<file path="src/rtl/display_pkg.sv">
// display_pkg: shared states and timing constants for the display scan controller
package display_pkg;
  typedef enum logic [1:0] {IDLE, BLANK, ON, OFF} state_t;
  localparam int SLOT_TICKS = 16;
  localparam int BLANK_TICKS = 1;
  localparam int BRIGHT_W = 4;
  localparam logic [6:0] SEG_OFF = 7'b0;
endpackage

</file>
<file path="src/rtl/display_if.sv">
// display_if: upstream control and display pin bundle of the scan controller
interface display_if #(
  parameter int NUM_DIGITS = 4,
  parameter int IDX_W = $clog2(NUM_DIGITS)
);
  import display_pkg::*;
  logic enable;
  logic [BRIGHT_W-1:0] brightness;
  logic [7*NUM_DIGITS-1:0] digit_data;
  logic [NUM_DIGITS-1:0] blank_mask;
  logic [6:0] seg;
  logic [NUM_DIGITS-1:0] anode;
  logic [IDX_W-1:0] digit_idx;
  logic frame_start;
  modport master (
    output enable, brightness, digit_data, blank_mask,
    input seg, anode, digit_idx, frame_start
  );
  modport slave (
    input enable, brightness, digit_data, blank_mask,
    output seg, anode, digit_idx, frame_start
  );
endinterface

</file>
<file path="src/rtl/tick_prescaler.sv">
// tick_prescaler: one-cycle tick strobe every PRESCALE clocks, held cleared by clr
module tick_prescaler #(
  parameter int PRESCALE = 1000
) (
  input  logic clk,
  input  logic rst,
  input  logic clr,
  output logic tick
);
  localparam int CW = PRESCALE > 1 ? $clog2(PRESCALE) : 1;
  logic [CW-1:0] cnt;
  assign tick = !clr && cnt == CW'(PRESCALE - 1);
  // Count 0..PRESCALE-1 and wrap on the tick
  always_ff @(posedge clk) begin
    if (rst || clr) cnt <= '0;
    else cnt <= tick ? '0 : cnt + 1'b1;
  end
endmodule

</file>
<file path="src/rtl/display_scan_ctrl.sv">
// display_scan_ctrl: sequenced 7-segment scan with dead-time blank, PWM window and per-digit blanking
module display_scan_ctrl
  import display_pkg::*;
#(
  parameter int NUM_DIGITS = 4,
  parameter int PRESCALE = 1000,
  parameter int IDX_W = $clog2(NUM_DIGITS)
) (
  input logic clk,
  input logic rst,
  display_if.slave bus
);
  state_t state, nxt;
  logic tick, blank_done, on_done, slot_done, enter;
  logic [BRIGHT_W-1:0] tick_cnt, bri_q;
  logic [IDX_W-1:0] idx_q, idx_nx;
  logic [6:0] pat_q, seg_q;
  logic mask_q, fs_q;
  logic [NUM_DIGITS-1:0] anode_q;

  tick_prescaler #(.PRESCALE(PRESCALE)) u_pre (
    .clk(clk),
    .rst(rst),
    .clr(state == IDLE),
    .tick(tick)
  );

  assign blank_done = tick && tick_cnt == BRIGHT_W'(BLANK_TICKS - 1);
  assign on_done = tick && tick_cnt == bri_q + BRIGHT_W'(BLANK_TICKS - 1);
  assign slot_done = tick && tick_cnt == BRIGHT_W'(SLOT_TICKS - 1);

  // Next state: advance on tick boundaries; losing enable always returns to IDLE
  always_comb begin
    nxt = state;
    case (state)
      IDLE: nxt = BLANK;
      BLANK: nxt = blank_done ? ((bri_q != '0 && !mask_q) ? ON : OFF) : BLANK;
      ON: nxt = on_done ? (slot_done ? BLANK : OFF) : ON;
      OFF: nxt = slot_done ? BLANK : OFF;
      default: nxt = IDLE;
    endcase
    if (!bus.enable) nxt = IDLE;
  end

  assign enter = nxt == BLANK && state != BLANK;
  assign idx_nx = (nxt == IDLE || state == IDLE) ? '0 :
                  !enter ? idx_q :
                  idx_q == IDX_W'(NUM_DIGITS - 1) ? '0 : idx_q + 1'b1;

  // State, slot-entry latches and pin drive all update on the same edge
  always_ff @(posedge clk) begin
    if (rst) begin
      state <= IDLE;
      idx_q <= '0;
      tick_cnt <= '0;
      pat_q <= SEG_OFF;
      bri_q <= '0;
      mask_q <= 1'b0;
      seg_q <= SEG_OFF;
      anode_q <= '0;
      fs_q <= 1'b0;
    end else begin
      state <= nxt;
      idx_q <= idx_nx;
      tick_cnt <= state == IDLE ? '0 : tick ? tick_cnt + 1'b1 : tick_cnt;
      if (enter) begin
        pat_q <= bus.digit_data[7*int'(idx_nx) +: 7];
        bri_q <= bus.brightness;
        mask_q <= bus.blank_mask[idx_nx];
      end
      seg_q <= nxt == ON ? pat_q : SEG_OFF;
      anode_q <= nxt == ON ? NUM_DIGITS'(1) << idx_q : '0;
      fs_q <= enter && idx_nx == '0;
    end
  end

  assign bus.seg = seg_q;
  assign bus.anode = anode_q;
  assign bus.digit_idx = idx_q;
  assign bus.frame_start = fs_q;
endmodule
</file>
<file path="src/flat_wrapper.sv">
// flat-port wrapper written by rule: the top's interface ports become plain ports
module display_scan_ctrl_flat import display_pkg::*;
#(
  parameter int NUM_DIGITS = 4,
  parameter int PRESCALE = 1000,
  parameter int IDX_W = $clog2(NUM_DIGITS)
)
  (clk, rst, bus_enable, bus_brightness, bus_digit_data, bus_blank_mask, bus_seg, bus_anode, bus_digit_idx, bus_frame_start);
  display_if #(.NUM_DIGITS(NUM_DIGITS), .IDX_W(IDX_W)) bus_i ();
  input logic clk;
  input logic rst;
  input wire logic [$bits(bus_i.enable)-1:0] bus_enable;
  input wire logic [$bits(bus_i.brightness)-1:0] bus_brightness;
  input wire logic [$bits(bus_i.digit_data)-1:0] bus_digit_data;
  input wire logic [$bits(bus_i.blank_mask)-1:0] bus_blank_mask;
  output wire logic [$bits(bus_i.seg)-1:0] bus_seg;
  output wire logic [$bits(bus_i.anode)-1:0] bus_anode;
  output wire logic [$bits(bus_i.digit_idx)-1:0] bus_digit_idx;
  output wire logic [$bits(bus_i.frame_start)-1:0] bus_frame_start;
  assign bus_i.enable = bus_enable;
  assign bus_i.brightness = bus_brightness;
  assign bus_i.digit_data = bus_digit_data;
  assign bus_i.blank_mask = bus_blank_mask;
  assign bus_seg = bus_i.seg;
  assign bus_anode = bus_i.anode;
  assign bus_digit_idx = bus_i.digit_idx;
  assign bus_frame_start = bus_i.frame_start;
  display_scan_ctrl #(.NUM_DIGITS(NUM_DIGITS), .PRESCALE(PRESCALE), .IDX_W(IDX_W)) u_core (.clk(clk), .rst(rst), .bus(bus_i));
endmodule
</file>
<file path="config.mk">
export PLATFORM = sky130hd
export DESIGN_NAME = display_scan_ctrl_flat
export DESIGN_NICKNAME = d
export VERILOG_FILES = /design/src/rtl/display_pkg.sv /design/src/rtl/display_if.sv /design/src/rtl/tick_prescaler.sv /design/src/rtl/display_scan_ctrl.sv /design/src/flat_wrapper.sv
export SDC_FILE = /design/constraint.sdc
export NUM_CORES = 1
export LEC_CHECK = 0
export CORE_MARGIN = 8
export CORE_UTILIZATION = 30
export CTS_BUF_LIST = sky130_fd_sc_hd__clkbuf_16
export DETAILED_ROUTE_END_ITERATION = 7
export DONT_BUFFER_PORTS = 1
export MAX_ROUTING_LAYER = met4
export PLACE_DENSITY_LB_ADDON = 0.2
export SLEW_MARGIN = 20
export SYNTH_ARGS = -nofsm -noshare
export SYNTH_HDL_FRONTEND = slang
export SYNTH_SLANG_ARGS = --single-unit
</file>
<file path="constraint.sdc">
create_clock -name clk -period 2.8 [get_ports clk]
set_clock_uncertainty 0.1 [all_clocks]
set_input_delay 0.28 -clock clk [delete_from_list [all_inputs] [get_ports clk]]
set_output_delay 0.28 -clock clk [all_outputs]
set_load 0.01 [all_outputs]
</file>
==> results.py <==
metrics = {
    "synthesis": {
        "async_flop_share_pct": 0,
        "synth-edff-count": 0,
        "syn_inst": 234,
        "seq_area_frac_synth_pct": 40.7,
        "mappedNetlistNets": 277,
        "synth_flop_cell": "dfxtp_1",
        "netlist_area_um2": 2070,
        "synth_cell_types": 43,
        "ys_warn_count": 0,
        "synth.avg_cell_area_um2": 8.83,
        "synth-seq-cells": 42,
    },
    "placed_design": {
        "post-dp-hpwl_mm": 3.91,
        "gp_congestion": 0.803,
        "io_buffers": 0,
    },
    "floorplanning": {
        "die_y_um": 99.0,
        "rows": 30,
        "start_util_pct": 30.8,
        "die_x_um": 99.0,
        "coreArea_um2": 6720,
        "io_pins": 53,
        "dieArea_um2": 9800,
    },
    "routing": {
        "drt_iter0_markers": 84,
        "vias": 1683,
        "ant_nets": 0,
        "route.detailed.drc": 0,
        "routed_wirelength_mm": 5.16,
        "firstDrtPassIters": 4,
        "routed_via_density": 5.26,
        "wl_per_cell_um": 16.1,
    },
    "sta": {
        "rsz0062_at_grt": "no",
        "post-route-min-period_ns": 2.56,
        "max_slew_margin_pct": 63.3,
        "finalSetupTns_ns": 0,
        "setup_viol": 0,
        "max_freq_mhz": 391,
        "finalHoldViolCount": 0,
        "whs_ns": 0.0437,
        "worstMarginPinSlew_ns": 0.548,
        "fin_crit_sh_pct": 91.3,
        "maxSlewViolCount": 0,
    },
    "cells_and_area": {
        "fill_cells": 694,
        "fin_util_pct": 34.7,
        "drive_gt1_share_pct": 10.4,
        "diodes": 0,
        "final_common_cell": "dfxtp_1",
        "nNetsFinal": 283,
        "layout_common_cells": "dfxtp_1 (42), nor2_1 (27), nand2_1 (15)",
        "area_delta_synth_final_pct": 12.7,
    },
    "critical_path": {
        "crit_fanout": 9,
        "regToRegStartpoint": "u_core.u_pre.cnt[0]",
        "reg2reg_slack_ns": 0.24,
        "crit_start": "u_core.u_pre.cnt[0]",
        "endpoint": "u_core.pat_q[6]",
        "r2r_end": "u_core.pat_q[6]",
        "startpoint_type": "flop",
        "criticalPathCategory": "flop to flop",
        "crit_required_ns": 2.91,
        "cp-end-kind": "flop",
        "ff2ff_path_depth": 8,
        "crit_arrival_ns": 2.67,
    },
    "power": {
        "p_int_mw": 0.965,
        "seq_power_share_pct": 50.4,
        "cellLeakagePower_nw": 0.847,
        "finalPower_mw": 1.23,
        "powerDensity_nw_per_um2": 529,
        "power_frac_clock_pct": 43.1,
        "power_frac_comb_pct": 6.5,
        "p_sw_mw": 0.267,
        "ir_drop_mv": 0.239,
        "netSwitchingFraction_pct": 21.7,
    },
    "hold_path": {
        "hold_class": "input pin to flop",
    },
    "cts": {
        "clk_pin_slew_ns": 0.06,
        "cts_root_buffer": "clkbuf_16",
        "clockBufferDepth": 2,
        "h-tree-depth": 2,
        "clock_latency_ns": 0.28,
        "post_cts_buffers": 0,
        "cts_buffers": 5,
        "cts_resized": 0,
        "cts_num_sinks": 42,
        "tritoncts": "yes",
    },
    "grt": {
        "grt_pass1_vias": 1651,
        "grt_pass1_wl_mm": 8.39,
        "grt_max_degree": 14,
        "overflow": 0,
        "grt_util_all_layers_pct": 11.0,
        "grt_antenna_before_repair": 0,
    },
    "run_status": {
        "status": "finished clean",
    },
    "run": {
        "drv_cap": 0,
    },
}
[power groups by stage]
stage | logic (mW) | registers (mW) | clock network [mW]
floorplan | 0.0637 | 0.632 | 0
CTS | 0.0811 | 0.621 | 0.552
global route | 0.0906 | 0.622 | 0.584
detailed placement | 0.0764 | 0.634 | 0
global placement | 0.0772 | 0.634 | 0
finish | 0.0807 | 0.621 | 0.531
[how the worst min path moves through the flow]
stage	slack, ns	startpoint	to	cells after the start
after floorplan	0.32	bus_brightness[0]	u_core.bri_q[0]	2
after global placement	0.26	rst	u_core.pat_q[2]	1
after detailed placement	0.26	rst	u_core.pat_q[6]	1
after CTS	0.04	bus_brightness[1]	u_core.bri_q[1]	2
after global routing	0.06	bus_brightness[3]	u_core.bri_q[3]	2
final	0.04	bus_brightness[1]	u_core.bri_q[1]	2
[worst max-delay path: stages (launching register included)]
cell	delay (ns)
dfxtp_1	0.37
ha_1	0.22
nand4b_1	0.22
nor4_2	0.36
a21oi_1	0.13
or3_1	0.47
buf_4	0.24
a311o_1	0.27
a21oi_1	0.11
[stage by stage]
stage | instance area [um^2] | setup WS (ns) | std cells
2_1_floorplan | 2070 | 0.625 | 234
4_1_cts | 2330 | 0.267 | 320
3_5_place_dp | 2190 | 0.287 | 312
6_report | 2330 | 0.243 | 320
3_3_place_gp | 2190 | 0.367 | 312
5_1_grt | 2330 | 0.0692 | 320
[cell usage after synthesis (2+ instances only)]
library cell / number / area [um^2]
or2_2: 2 / 12.5
nor2_1: 27 / 101
nand3_1: 10 / 50.1
xnor2_1: 3 / 26.3
nand2b_1: 5 / 31.3
nor3_1: 4 / 20.0
clkbuf_1: 7 / 26.3
o31ai_1: 4 / 30.0
o211ai_1: 4 / 30.0
o21ai_0: 2 / 10.0
buf_2: 3 / 15.0
xor2_1: 11 / 96.3
a211oi_1: 5 / 37.5
mux2i_1: 6 / 60.1
inv_1: 5 / 18.8
nand2_1: 15 / 56.3
a311o_1: 3 / 30.0
o21ai_1: 2 / 10.0
and2_1: 7 / 43.8
nor3b_2: 2 / 25.0
nor4_2: 2 / 25.0
dfxtp_1: 42 / 841
or3_1: 5 / 31.3
nor4_1: 8 / 50.1
a21oi_1: 12 / 60.1
nand3b_1: 8 / 60.1
and3_1: 7 / 43.8
ha_1: 4 / 50.1
o2111ai_1: 4 / 35.0
nand4_1: 2 / 12.5
[what timing repair did]
item                                    CTS  global route
hold buffers                              1             0
endpoints found under the setup margin    0             0
hold endpoints to repair                 13             0
[layout make-up]
type	instances	area, um^2	area share [%]
clock buffer	5	125	5.37
tap	80	100	4.30
timing repair buffer	10	77.6	3.33
clock inverter	2	7.51	0.322
sequential	42	841	36.1
inverter	5	18.8	0.806
multi-input combinational	176	1160	49.8
[sequential cells by signal (all words and copies together) (netlist names)]
register,cells
u_core.tick_cnt,4
u_core.bus.seg,7
u_core.u_pre.cnt,10
u_core.bus.anode,4
u_core.bus.digit_idx,2
u_core.bus.frame_start,1
u_core.pat_q,7
u_core.mask_q,1
u_core.state,2
u_core.bri_q,4
[cells by family after synthesis]
group	count (synthesis)	synth area share, %
compound gates	43	14.8
mux	6	2.91
fa+ha+maj	4	2.42
simple gates	109	30.0
buf+inv	16	3.27
flops	42	40.7
xor+xnor	14	5.93
[per-layer routing]
layer	wire (um)	global-route usage [%]	up-vias
li1	-	-	855
met5	0	-	-
met2	2400	17.3	49
met4	97	4.01	0
met3	310	3.66	8
met1	2340	12.9	771
Note: power is estimated with default switching activity, not from simulation.
